[config.mk]
export PLATFORM = sky130hd
export DESIGN_NAME = ara_inval_arbiter
export DESIGN_NICKNAME = d
export VERILOG_FILES = /design/src/rtl/ara_pkg.sv /design/src/rtl/ara_inval_arbiter_rr.sv /design/src/rtl/ara_inval_arbiter.sv
export SDC_FILE = /design/constraint.sdc
export NUM_CORES = 1
export LEC_CHECK = 0
export CAP_MARGIN = 30
export CORE_ASPECT_RATIO = 1.25
export CORE_UTILIZATION = 38
export DETAILED_ROUTE_END_ITERATION = 10
export MAX_ROUTING_LAYER = met4
export PLACE_DENSITY_LB_ADDON = 0.12
export SLEW_MARGIN = 20
export SYNTH_ARGS = -nofsm -noshare
export SYNTH_HDL_FRONTEND = slang
export SYNTH_HIERARCHICAL = 1
export SYNTH_SLANG_ARGS = --single-unit
[constraint.sdc]
create_clock -name clk_i -period 4.1 [get_ports clk_i]
set_input_delay 0.82 -clock clk_i [delete_from_list [all_inputs] [get_ports clk_i]]
set_output_delay 0.82 -clock clk_i [all_outputs]
set_load 0.05 [all_outputs]
[src/rtl/ara_pkg.sv]
// Helpers shared by the invalidation path: line-offset computation and the
// requester bundle type.
package ara_pkg;

  localparam int unsigned InvalAddrWidth = 64;

  typedef struct packed {
    logic [InvalAddrWidth-1:0] addr;
    logic                      valid;
  } inval_req_t;

  function automatic int unsigned inval_line_offset(input int unsigned l1_line_width);
    return $clog2(l1_line_width);
  endfunction

endpackage

[src/rtl/ara_inval_arbiter_rr.sv]
// Round-robin arbiter with lock-in: a valid but unaccepted winner keeps the grant,
// and the priority pointer moves past the winner only when it is accepted.
module ara_inval_arbiter_rr #(
  parameter int unsigned NumIn     = 2,
  parameter int unsigned DataWidth = 64,
  localparam int unsigned IdxWidth = (NumIn > 1) ? $clog2(NumIn) : 1
) (
  input  logic                             clk_i,
  input  logic                             rst_ni,
  input  logic [NumIn-1:0]                 req_i,
  input  logic [NumIn-1:0][DataWidth-1:0]  data_i,
  input  logic                             gnt_i,
  output logic [NumIn-1:0]                 gnt_o,
  output logic                             req_o,
  output logic [IdxWidth-1:0]              idx_o,
  output logic [DataWidth-1:0]             data_o
);

  logic [IdxWidth-1:0] rr_q;
  logic [IdxWidth-1:0] lock_idx_q;
  logic                lock_q;
  logic                accept;

  always_comb begin : p_search
    int unsigned j;
    j     = 0;
    req_o = 1'b0;
    idx_o = '0;
    if (lock_q && req_i[lock_idx_q]) begin
      req_o = 1'b1;
      idx_o = lock_idx_q;
    end else begin
      for (int unsigned i = 0; i < NumIn; i++) begin
        j = 32'(rr_q) + i;
        if (j >= NumIn) j = j - NumIn;
        if (!req_o && req_i[j]) begin
          req_o = 1'b1;
          idx_o = IdxWidth'(j);
        end
      end
    end
  end

  assign data_o = data_i[idx_o];
  assign accept = req_o && gnt_i;
  assign gnt_o  = accept ? (NumIn'(1) << idx_o) : '0;

  always_ff @(posedge clk_i or negedge rst_ni) begin
    if (!rst_ni) begin
      rr_q       <= '0;
      lock_q     <= 1'b0;
      lock_idx_q <= '0;
    end else if (accept) begin
      rr_q   <= (idx_o == IdxWidth'(NumIn - 1)) ? '0 : idx_o + IdxWidth'(1);
      lock_q <= 1'b0;
    end else begin
      lock_q     <= req_o;
      lock_idx_q <= idx_o;
    end
  end

endmodule

[src/rtl/ara_inval_arbiter.sv]
// Arbitrates L1 D-cache invalidations onto CVA6's single port through a line FIFO.
// Define ARA_INVAL_COALESCE_EN to drop requests whose line is already queued.
module ara_inval_arbiter
  import ara_pkg::*;
#(
  parameter int unsigned NrPorts     = 2,
  parameter int unsigned AddrWidth   = 64,
  parameter int unsigned L1LineWidth = 16,
  parameter int unsigned FifoDepth   = 4
) (
  input  logic                              clk_i,
  input  logic                              rst_ni,
  input  logic                              en_i,
  input  logic [NrPorts-1:0][AddrWidth-1:0] req_addr_i,
  input  logic [NrPorts-1:0]                req_valid_i,
  output logic [NrPorts-1:0]                req_ready_o,
  output logic [AddrWidth-1:0]              inval_addr_o,
  output logic                              inval_valid_o,
  input  logic                              inval_ready_i,
  output logic                              busy_o
);

  localparam int unsigned LineOff  = inval_line_offset(L1LineWidth);
  localparam int unsigned PtrWidth = $clog2(FifoDepth);
  localparam logic [AddrWidth-1:0] LineMask =
      ~((AddrWidth'(1) << LineOff) - AddrWidth'(1));

  logic [AddrWidth-1:0] mem_q [FifoDepth];
  logic [PtrWidth-1:0]  wr_ptr_q, rd_ptr_q;
  logic [PtrWidth:0]    cnt_q;

  logic                 arb_req, arb_ready;
  logic [AddrWidth-1:0] arb_addr, line;
  logic                 full, empty, pop, push, hit, accept;

  ara_inval_arbiter_rr #(
    .NumIn     (NrPorts),
    .DataWidth (AddrWidth)
  ) i_arb (
    .clk_i  (clk_i),
    .rst_ni (rst_ni),
    .req_i  (req_valid_i),
    .data_i (req_addr_i),
    .gnt_i  (arb_ready),
    .gnt_o  (req_ready_o),
    .req_o  (arb_req),
    .idx_o  (),
    .data_o (arb_addr)
  );

  assign line      = arb_addr & LineMask;
  assign full      = (cnt_q == (PtrWidth+1)'(FifoDepth));
  assign empty     = (cnt_q == '0);
  assign pop       = !empty && inval_ready_i;
  assign arb_ready = !en_i || !full || pop || hit;
  assign accept    = arb_req && arb_ready;
  // With coherence off the request is acknowledged but never queued.
  assign push      = accept && en_i && !hit;

`ifdef ARA_INVAL_COALESCE_EN
  logic [FifoDepth-1:0] ent_v_q;

  // The head leaving this cycle must not absorb a newer write to the same line.
  always_comb begin
    hit = 1'b0;
    for (int unsigned i = 0; i < FifoDepth; i++) begin
      if (ent_v_q[i] && (mem_q[i] == line) && !(pop && (PtrWidth'(i) == rd_ptr_q))) begin
        hit = 1'b1;
      end
    end
  end

  always_ff @(posedge clk_i or negedge rst_ni) begin
    if (!rst_ni) begin
      ent_v_q <= '0;
    end else begin
      if (pop)  ent_v_q[rd_ptr_q] <= 1'b0;
      if (push) ent_v_q[wr_ptr_q] <= 1'b1;
    end
  end
`else
  assign hit = 1'b0;
`endif

  always_ff @(posedge clk_i or negedge rst_ni) begin
    if (!rst_ni) begin
      for (int unsigned i = 0; i < FifoDepth; i++) mem_q[i] <= '0;
      wr_ptr_q <= '0;
      rd_ptr_q <= '0;
      cnt_q    <= '0;
    end else begin
      if (push) begin
        mem_q[wr_ptr_q] <= line;
        wr_ptr_q        <= wr_ptr_q + PtrWidth'(1);
      end
      if (pop) rd_ptr_q <= rd_ptr_q + PtrWidth'(1);
      if (push && !pop) begin
        cnt_q <= cnt_q + (PtrWidth+1)'(1);
      end else if (pop && !push) begin
        cnt_q <= cnt_q - (PtrWidth+1)'(1);
      end
    end
  end

  assign inval_valid_o = !empty;
  assign busy_o        = !empty;
  assign inval_addr_o  = mem_q[rd_ptr_q];

endmodule
# Word-level counts from Yosys, hierarchy flattened
# Cells that the tools add are included.
dict set report op_classes {
  add_sub_neg 8
  order_cmp 9
  n_eq_ne 1
  shift 1
  muxes 30
  bitwise 2
  reduce_logical 18
}
# op count
set ops {}
lappend ops {{64-bit two-way mux} 5}
lappend ops {{256-bit bitwise mux} 1}
lappend ops {{64-bit binary-select mux with 2-bit select} 1}
lappend ops {{64-bit demux with 2-bit select} 1}
lappend ops {{32-bit two-way mux} 4}
lappend ops {{32-bit by 2-bit less-than comparator with 1-bit output, second input constant} 2}
lappend ops {{32-bit by 2-bit >= comparator with 1-bit output, second input constant} 1}
lappend ops {{32-bit by 2-bit subtractor with 32-bit output, second input constant} 1}
lappend ops {{1-bit two-way mux} 15}
lappend ops {{1-bit logical AND} 8}
lappend ops {{3-bit >= comparator, second input constant} 2}
lappend ops {{1-bit zero test} 6}
lappend ops {{3-bit two-way mux} 2}
lappend ops {{2-bit NOT with 3-bit output} 2}
lappend ops {{2-bit by 1-bit adder with 2-bit output, second input constant} 2}
lappend ops {{1-bit by 2-bit less-than comparator with 1-bit output, second input constant} 2}
lappend ops {{3-bit by 1-bit adder with 3-bit output, second input constant} 1}
lappend ops {{3-bit equality test, second input constant} 1}
lappend ops {{3-bit zero test} 1}
lappend ops {{3-bit by 1-bit less-than comparator with 1-bit output, second input constant} 1}
lappend ops {{1-bit by 2-bit subtractor with 3-bit output, second input constant} 1}
lappend ops {{3-bit by 1-bit subtractor with 3-bit output, second input constant} 1}
lappend ops {{1-bit by 1-bit adder with 2-bit output, second input constant} 1}
lappend ops {{1-bit by 2-bit >= comparator with 1-bit output, second input constant} 1}
lappend ops {{5 further kinds} 6}
dict set report totals {
  reg_bits 266
  output_inout_bits 68
}

# Logic depth before layout (Yosys ltp)
# Gate-level depths: netlist (run 1).
dict set report logic_depth {
  depth_word 18
  ltp_mapped 9
  mapped_depth_nobuf 9
}

# By module
# Netlist (run 1), hierarchy kept.
# mod instances cells_per_inst area_per_inst_um2
set modules_own_cells {}
lappend modules_own_cells {ara_inval_arbiter 1 620 10880.4}
lappend modules_own_cells {ara_inval_arbiter_rr 1 94 1242.4}

# Worst setup path before layout (run 1)
# OpenSTA, ideal clock, no wires.
dict set report synth_path {
  path_kind {input port to output port}
  startpoint {input inval_ready_i}
  endpoint {output req_ready_o[0]}
  arrival_ps 1879
  required_ps 3280
  path_slack_ps 1401
  stages 4
  n_path_buf 0
  cell_sequence {nor4b_4 nand2_1 nand2_1 a21oi_1}
}
dict set report synth_between {
  elab_chain_len 4
}
# item line
set synth_lines {}
lappend synth_lines {{start: declaration} ara_inval_arbiter.sv:19} ;# input logic inval_ready_i,
lappend synth_lines {{1-bit logical AND} ara_inval_arbiter.sv:54} ;# assign pop = !empty && inval_ready_i;
lappend synth_lines {{1-bit logical OR} ara_inval_arbiter.sv:55} ;# assign arb_ready = !en_i || !full || pop || hit;
lappend synth_lines {{net arb_ready} ara_inval_arbiter.sv:32} ;# logic arb_req, arb_ready;
lappend synth_lines {{1-bit logical AND} ara_inval_arbiter_rr.sv:45} ;# assign accept = req_o && gnt_i;
lappend synth_lines {{2-bit two-way mux} ara_inval_arbiter_rr.sv:46} ;# assign gnt_o = accept ? (NumIn'(1) << idx_o) : '0;
lappend synth_lines {{end: declaration} ara_inval_arbiter.sv:16} ;# output logic [NrPorts-1:0] req_ready_o,
# The timed path passes the listed nets, and every way through them passes these cells.

# Worst setup path in the final report (run 1)
dict set report layout_path {
  startpoint {register rd_ptr_q[0]}
  endpoint {output inval_addr_o[46]}
}
dict set report layout_between {
  elab_chain_len 4
}
# item line
set layout_lines {}
lappend layout_lines {{start: declaration} ara_inval_arbiter.sv:29} ;# logic [PtrWidth-1:0] wr_ptr_q, rd_ptr_q;
lappend layout_lines {{start signal: assignment} ara_inval_arbiter.sv:96} ;# if (pop) rd_ptr_q <= rd_ptr_q + PtrWidth'(1);
lappend layout_lines {{2-bit NOT with 3-bit output (implied by the code)} ara_inval_arbiter.sv:107} ;# assign inval_addr_o = mem_q[rd_ptr_q];
lappend layout_lines {{64-bit binary-select mux with 2-bit select} ara_inval_arbiter.sv:107}
lappend layout_lines {{64-bit two-way mux (implied by the code) (2 in a row)} ara_inval_arbiter.sv:107}
lappend layout_lines {{end: declaration} ara_inval_arbiter.sv:17} ;# output logic [AddrWidth-1:0] inval_addr_o,
# Every way passes these cells. The select of a mux whose other input is x is not followed.

==> impl_metrics.csv, run 1 <==
group,metric,value,unit
yosys,yosys_warnings,6,
route,num_vias,6879,
floorplanning,dieWidth,161,um
route,wl,27.2,mm
finish,stdcell_area,15200,sq um
timing,period_needed,3.79,ns
timing,period_share,92.3,%
finish,multi_input_area,5330,sq um
worst_setup_path,worstPathMaxFanout,30,
finish,fin_util,48.8,%
global_routing,grt.total_usage,17.7,%
cts,htreeDepth,1,
cts,post_cts_buffers,0,
global_routing,grt_antenna_before_repair,0,
place,dp_hpwl,17.5,mm
cts,clockBufferDepth,3,
run_status,status,"complete, no violations",
power_and_ir_drop,p_per_area,949,nW/um^2
worst_setup_path,cp_slowest_stage_delay,0.85,ns
power_and_ir_drop,power_frac_clock,17.8,%
cts,numClockSinks,250,
power_and_ir_drop,p_int,8.76,mW
cts,clk_pin_slew,0.06,ns
route,drtAntennaViolNets,0,
timing,finClkSkew,0.0111,ns
finish,drive_gt1_share,48.0,%
power_and_ir_drop,swShare,39.0,%
cts,cts_hold_buf,0,
timing,hold_viol,0,
route,dr.pass1.iters,4,
timing,whs,0.269,ns
cts,clk_latency,0.52,ns
finish,stdcell_count,1324,
global_routing,gr-total-overflow,0,
worst_setup_path,slowest_stage,"dfrtp_4",
finish,fillers,2649,
power_and_ir_drop,pwr-share-comb,50.6,%
timing,fmax,264,MHz
place,placed_area,14200,sq um
worst_setup_path,crit_chain,"buf_4 > mux4_2 > clkdlybuf4s50_1",
finish,syn2layout_area_growth,25.6,%
yosys,synth_area,12100,sq um
cts,cts_resized,0,
worst_setup_path,start_kind,"flip-flop",
worst_setup_path,crit_arrival,2.97,ns
place,place_inst,1276,
job,drv_cap,0,
route,drcViolationCount,0,
floorplanning,start_util,38.8,%
finish,n_antenna_cell,0,
finish,regArea,6260,sq um
place,port-buffer-count,189,
timing,finalSetupViolations,0,
worst_setup_path,worstSetupEndpointType,"output port",
worst_setup_path,critical_path_buf_inv_count,2,
floorplanning,boundaryPins,202,
worst_setup_path,cpLargestDelayFamily,"buffers and inverters",
power_and_ir_drop,finalPower,14.4,mW
floorplanning,core_area,31100,sq um
place,gp_congestion,0.723,
worst_setup_path,critical_path_class,"flip-flop to output port",
floorplanning,row_count,72,
power_and_ir_drop,peakVddDrop,0.610,mV
cts,numCtsBuffers,26,
global_routing,grt_max_degree,113,
floorplanning,dieArea,32500,sq um
power_and_ir_drop,cellLeakagePower,6.23,nW
timing,setup_tns,0,ns
timing,slew_viol_final,0,
cts,ctsRootBufferMaster,"clkbuf_16",
power_and_ir_drop,p_seq_share,31.6,%
cts,cts_tree,"built",
floorplanning,die_h,201,um
finish,layout.nets,1037,
place,pre_cts_ws,0.670,ns
route,drt_iter0_drc,260,
hold_path,min_path_type,"primary input to asynchronous set/reset pin",
timing,fin_ws,0.315,ns
global_routing,first_global_vias,8026,
yosys,synth_area_per_cell,17.0,sq um
timing,rsz0062_at_grt,"false",
timing,slew_headroom,53.1,%
power_and_ir_drop,p_switching,5.61,mW
yosys,synth_cells,709,
timing,worst-slew-pin-transition,0.703,ns
route,avgViaCountPerCell,5.20,
worst_setup_path,worstPathRequired,3.28,ns
route,wire_per_inst,20.6,um
global_routing,grt_first_pass_wirelength,43.8,mm
## worst register-to-register path: cells and delay by family (launching register included)
family / cells / cell delay [ns]
AND/OR/NAND/NOR: 3 / 0.85
adder cells (fa/ha/maj): 2 / 0.57
buffers and inverters: 1 / 0.06
flip-flops: 1 / 0.45
XOR/XNOR: 2 / 0.32
## placed cells by master (no fill, tap or decap), types with 4 or more instances in the layout
cell type and instances:
buf_12 4, buf_4 16, bufinv_16 5, clkbuf_16 27, clkbuf_8 4, clkdlybuf4s50_1 186, clkinv_2 4, clkinvlp_4 4
conb_1 4, dfrtp_1 248, ha_1 5, inv_1 6, mux2_2 255, mux2_4 48, mux4_2 60, nand2_1 4
nor3b_4 4, xnor2_1 4
## cell type report
cell class,instances,share of cell area (%)
Clock buffer,34,4.90
Clock inverter,14,1.38
Multi-Input combinational cell,406,35.2
Inverter,6,0.149
Sequential cell,250,41.3
Timing Repair Buffer,207,13.7
Tap cell,407,3.36
## metal layers
layer,GRT usage [%],part of all wire (%)
met1,20.9,41
met2,31.7,53
met3,2.68,4.8
met4,3.64,1.5
met5,-,0
## sequential cells by signal, indices dropped and copies added (netlist names)
signal / count
rd_ptr_q: 2
cnt_q: 3
mem_q: 240
i_arb/rr_q: 1
i_arb/lock_q: 1
i_arb/lock_idx_q: 1
wr_ptr_q: 2
## power by group through the flow
| stage | registers [mW] | clock network [mW] | logic, mW |
|---|---|---|---|
| after floorplan | 4.16 | 0 | 5.58 |
| after global placement | 4.43 | 0 | 7.23 |
| after detailed placement | 4.60 | 0 | 7.36 |
| after CTS | 4.56 | 2.65 | 7.39 |
| after global routing | 4.72 | 2.75 | 7.65 |
| final | 4.54 | 2.56 | 7.28 |
## path summary, 6_finish.rpt
path | startpoint | end | slack (ns) | cells after the start
max | rd_ptr_q[0] | inval_addr_o[46] | 0.31 | 3
min | rst_ni | mem_q[91] | 0.27 | 1
max reg2reg | cnt_q[1] | cnt_q[2] | 1.76 | 8
min reg2reg | mem_q[112] | mem_q[112] | 0.50 | 1
max in group asynchronous | rst_ni | rd_ptr_q[1] | 2.63 | 2
min in group clk_i | mem_q[112] | mem_q[112] | 0.50 | 1
Power figures use the tool's default switching activity.
==> inputs of run 2 (changes only) <==
--- a/config.mk
+++ b/config.mk
@@ -5,6 +5,7 @@
 export SDC_FILE = /design/constraint.sdc
 export NUM_CORES = 1
 export LEC_CHECK = 0
+export ABC_AREA = 0
 export CAP_MARGIN = 30
 export CORE_ASPECT_RATIO = 1.25
 export CORE_UTILIZATION = 38
@@ -14,5 +15,4 @@
 export SLEW_MARGIN = 20
 export SYNTH_ARGS = -nofsm -noshare
 export SYNTH_HDL_FRONTEND = slang
-export SYNTH_HIERARCHICAL = 1
 export SYNTH_SLANG_ARGS = --single-unit
==> impl_metrics.csv, run 2 <==
group,metric,value,unit
floorplanning,boundaryPins,202,
timing,worst-slew-pin-transition,0.932,ns
global_routing,first_global_vias,7988,
global_routing,grt_antenna_before_repair,1,
timing,fmax,272,MHz
yosys,synth_top_area_cell,"dfrtp_1",
power_and_ir_drop,cellLeakagePower,6.38,nW
route,wl,25.1,mm
yosys,synth_top_family_by_area,"multiplexers",
place,dp_hpwl,16.1,mm
power_and_ir_drop,peakVddDrop,0.484,mV
worst_setup_path,rr_worst_depth,8,
timing,slew_headroom,37.9,%
worst_setup_path,crit_arrival,2.86,ns
floorplanning,start_util,38.9,%
timing,hold_viol,0,
floorplanning,row_count,69,
route,drt_iter0_drc,248,
worst_setup_path,critical_path_buf_inv_count,2,
finish,final_cell_mix,"248 x dfrtp_1, 243 x nand2_1, 188 x clkdlybuf4s50_1, 180 x o21ai_0",
cts,clk_latency,0.52,ns
route,wire_per_inst,16.2,um
yosys,synth_area,11100,sq um
hold_path,min_path_type,"primary input to asynchronous set/reset pin",
worst_setup_path,worstPathMaxFanout,22,
timing,slew_viol_final,0,
yosys,synthTopCellsByArea,"dfrtp_1 56%, mux4_2 12%, nand2_1 8.2%, o21ai_0 8.1%, mux2i_1 5.4%",
yosys,synth_edf_count,0,
global_routing,use_met3,3.14,%
global_routing,gr-total-overflow,0,
run_status,status,"complete, no violations",
cts,post_cts_buffers,0,
global_routing,grt_max_degree,115,
worst_setup_path,r2r-start,"cnt_q[0]",
power_and_ir_drop,p_switching,5.24,mW
yosys,synth.distinct_cells,34,
worst_setup_path,crit_chain,"buf_4 > mux4_2 > clkdlybuf4s50_1",
place,gp_congestion,0.725,
yosys,async_flop_share,100,%
worst_setup_path,r2r-end,"cnt_q[1]",
global_routing,grt_first_pass_wirelength,42.6,mm
yosys,synth_xor_area_share,0.472,%
yosys,netlist.area_leader.share,56.2,%
job,drv_cap,0,
yosys,synthFlopType,"dfrtp_1",
power_and_ir_drop,p_seq_share,32.9,%
finish,drive_gt1_share,11.6,%
place,port-buffer-count,189,
power_and_ir_drop,pwr-share-comb,48.1,%
yosys,synth-seq-cells,250,
floorplanning,dieArea,30000,sq um
power_and_ir_drop,finalPower,12.8,mW
global_routing,use_met2,30.6,%
yosys,synthSimpleGateAreaFrac,8.81,%
global_routing,grt.total_usage,18.3,%
timing,period_share,89.7,%
worst_setup_path,rrSetupSlack,1.53,ns
floorplanning,core_area,28600,sq um
route,dr.pass1.iters,4,
cts,ctsRootBufferMaster,"clkbuf_16",
timing,setup_tns,0,ns
power_and_ir_drop,p_int,7.52,mW
finish,syn2layout_area_growth,28.3,%
cts,clockBufferDepth,3,
worst_setup_path,worstPathRequired,3.28,ns
worst_setup_path,start_kind,"flip-flop",
floorplanning,dieWidth,155,um
worst_setup_path,cpLargestDelayFamily,"buffers and inverters",
power_and_ir_drop,power_frac_clock,19.0,%
route,avgViaCountPerCell,4.88,
finish,mostFrequentLayoutCell,"dfrtp_1",
yosys,synth_area_per_cell,11.4,sq um
yosys,yosysMostFrequentCell,"dfrtp_1",
finish,fillers,2624,
yosys,yosys_warnings,0,
cts,clk_pin_slew,0.06,ns
global_routing,use_met1,23.5,%
yosys,synth_cells,977,
timing,finClkSkew,0.00859,ns
global_routing,grt.busiest_layer,"met2",
yosys,ys_seq_area_share,56.2,%
route,drtAntennaViolNets,0,
finish,top_register,"mem_q",
finish,largest_register_ffs,240,
route,num_vias,7549,
yosys,synth_fa_ha_area_share,0.742,%
power_and_ir_drop,swShare,41.1,%
route,drcViolationCount,0,
yosys,netlist_top_cells_count,"250 x dfrtp_1, 243 x nand2_1, 180 x o21ai_0",
cts,cts_hold_buf,0,
cts,numClockSinks,250,
yosys,synth_mux_area_share,17.9,%
yosys,synth_compound_area_share,11.7,%
worst_setup_path,cp_slowest_stage_delay,0.75,ns
worst_setup_path,critical_path_class,"flip-flop to output port",
cts,htreeDepth,1,
worst_setup_path,worstSetupEndpointType,"output port",
cts,cts_resized,0,
floorplanning,die_h,193,um
timing,rsz0062_at_grt,"false",
timing,finalSetupViolations,0,
power_and_ir_drop,p_per_area,894,nW/um^2
cts,cts_tree,"built",
finish,reg_top3,"mem_q (240), cnt_q (3)",
finish,layout.nets,1278,
timing,period_needed,3.68,ns
worst_setup_path,slowest_stage,"dfrtp_4",
cts,numCtsBuffers,26,
==> run 2: cells by family (layout without fill, tap and decap cells) <==
kind of cell | after synthesis | after routing
AND/OR/NAND/NOR | 255 | 255
AO/OA/AOI/OAI | 250 | 250
flip-flops | 250 | 250
multiplexers | 123 | 123
buffers and inverters | 86 | 262
adder cells (fa/ha/maj) | 6 | 6
XOR/XNOR | 6 | 6
other | 1 | 5
==> run 2: power groups by stage <==
| stage | logic, mW | clock network (mW) | registers [mW] |
|---|---|---|---|
| after floorplan | 4.55 | 0 | 3.99 |
| after detailed placement | 6.25 | 0 | 4.26 |
| after global placement | 6.19 | 0 | 4.21 |
| after CTS | 6.26 | 2.50 | 4.22 |
| final | 6.14 | 2.42 | 4.20 |
| after global routing | 6.66 | 2.59 | 4.37 |
==> run 2: metal layers <==
| metal | routed length, um | vias to the layer above |
|---|---|---|
| met5 | 0 | - |
| met4 | 326 | 0 |
| met3 | 1160 | 25 |
| met2 | 12600 | 144 |
| met1 | 11000 | 3640 |
| li1 | - | 3740 |
==> run 2: worst max-delay path by stage <==
stage                             start                to  slack (ns)  cells past startpoint
after floorplan                    en_i    req_ready_o[0]        1.07                      3
after global placement    inval_ready_i    req_ready_o[0]        0.60                      4
after detailed placement  inval_ready_i    req_ready_o[0]        0.59                      4
after CTS                   rd_ptr_q[0]  inval_addr_o[46]        0.35                      3
after global routing        rd_ptr_q[0]  inval_addr_o[46]        0.26                      3
final                       rd_ptr_q[0]  inval_addr_o[50]        0.42                      3
==> run 2: final cells by class <==
class | count | area, sq um | area share [%]
clock inverters | 4 | 70.1 | 0.491
inverters | 6 | 22.5 | 0.158
clock buffers | 42 | 822 | 5.76
diodes | 1 | 2.50 | 0.0175
multi-input cells | 644 | 4480 | 31.4
well taps | 390 | 488 | 3.42
flip-flops and latches | 250 | 6260 | 43.9
repair buffers | 210 | 2130 | 14.9
==> run 2: per-stage QoR <==
step	utilization (%)	hold WS, ns	instances	cell area [sq um]	setup slack, ns
5_1_grt	50.0	0.434	1547	14300	0.265
3_3_place_gp	46.8	0.456	1500	13400	0.599
6_report	50.0	0.335	1547	14300	0.424
3_5_place_dp	46.8	0.466	1500	13400	0.591
4_1_cts	49.9	0.412	1546	14300	0.347
2_1_floorplan	-	0.445	980	11100	1.07
==> run 2: worst register-to-register path: cells and delay by family (launching register included) <==
family                   cells  cell delay (ns)
adder cells (fa/ha/maj)      2             0.61
AND/OR/NAND/NOR              3             1.02
flip-flops                   1             0.43
buffers and inverters        2             0.13
multiplexers                 1             0.27
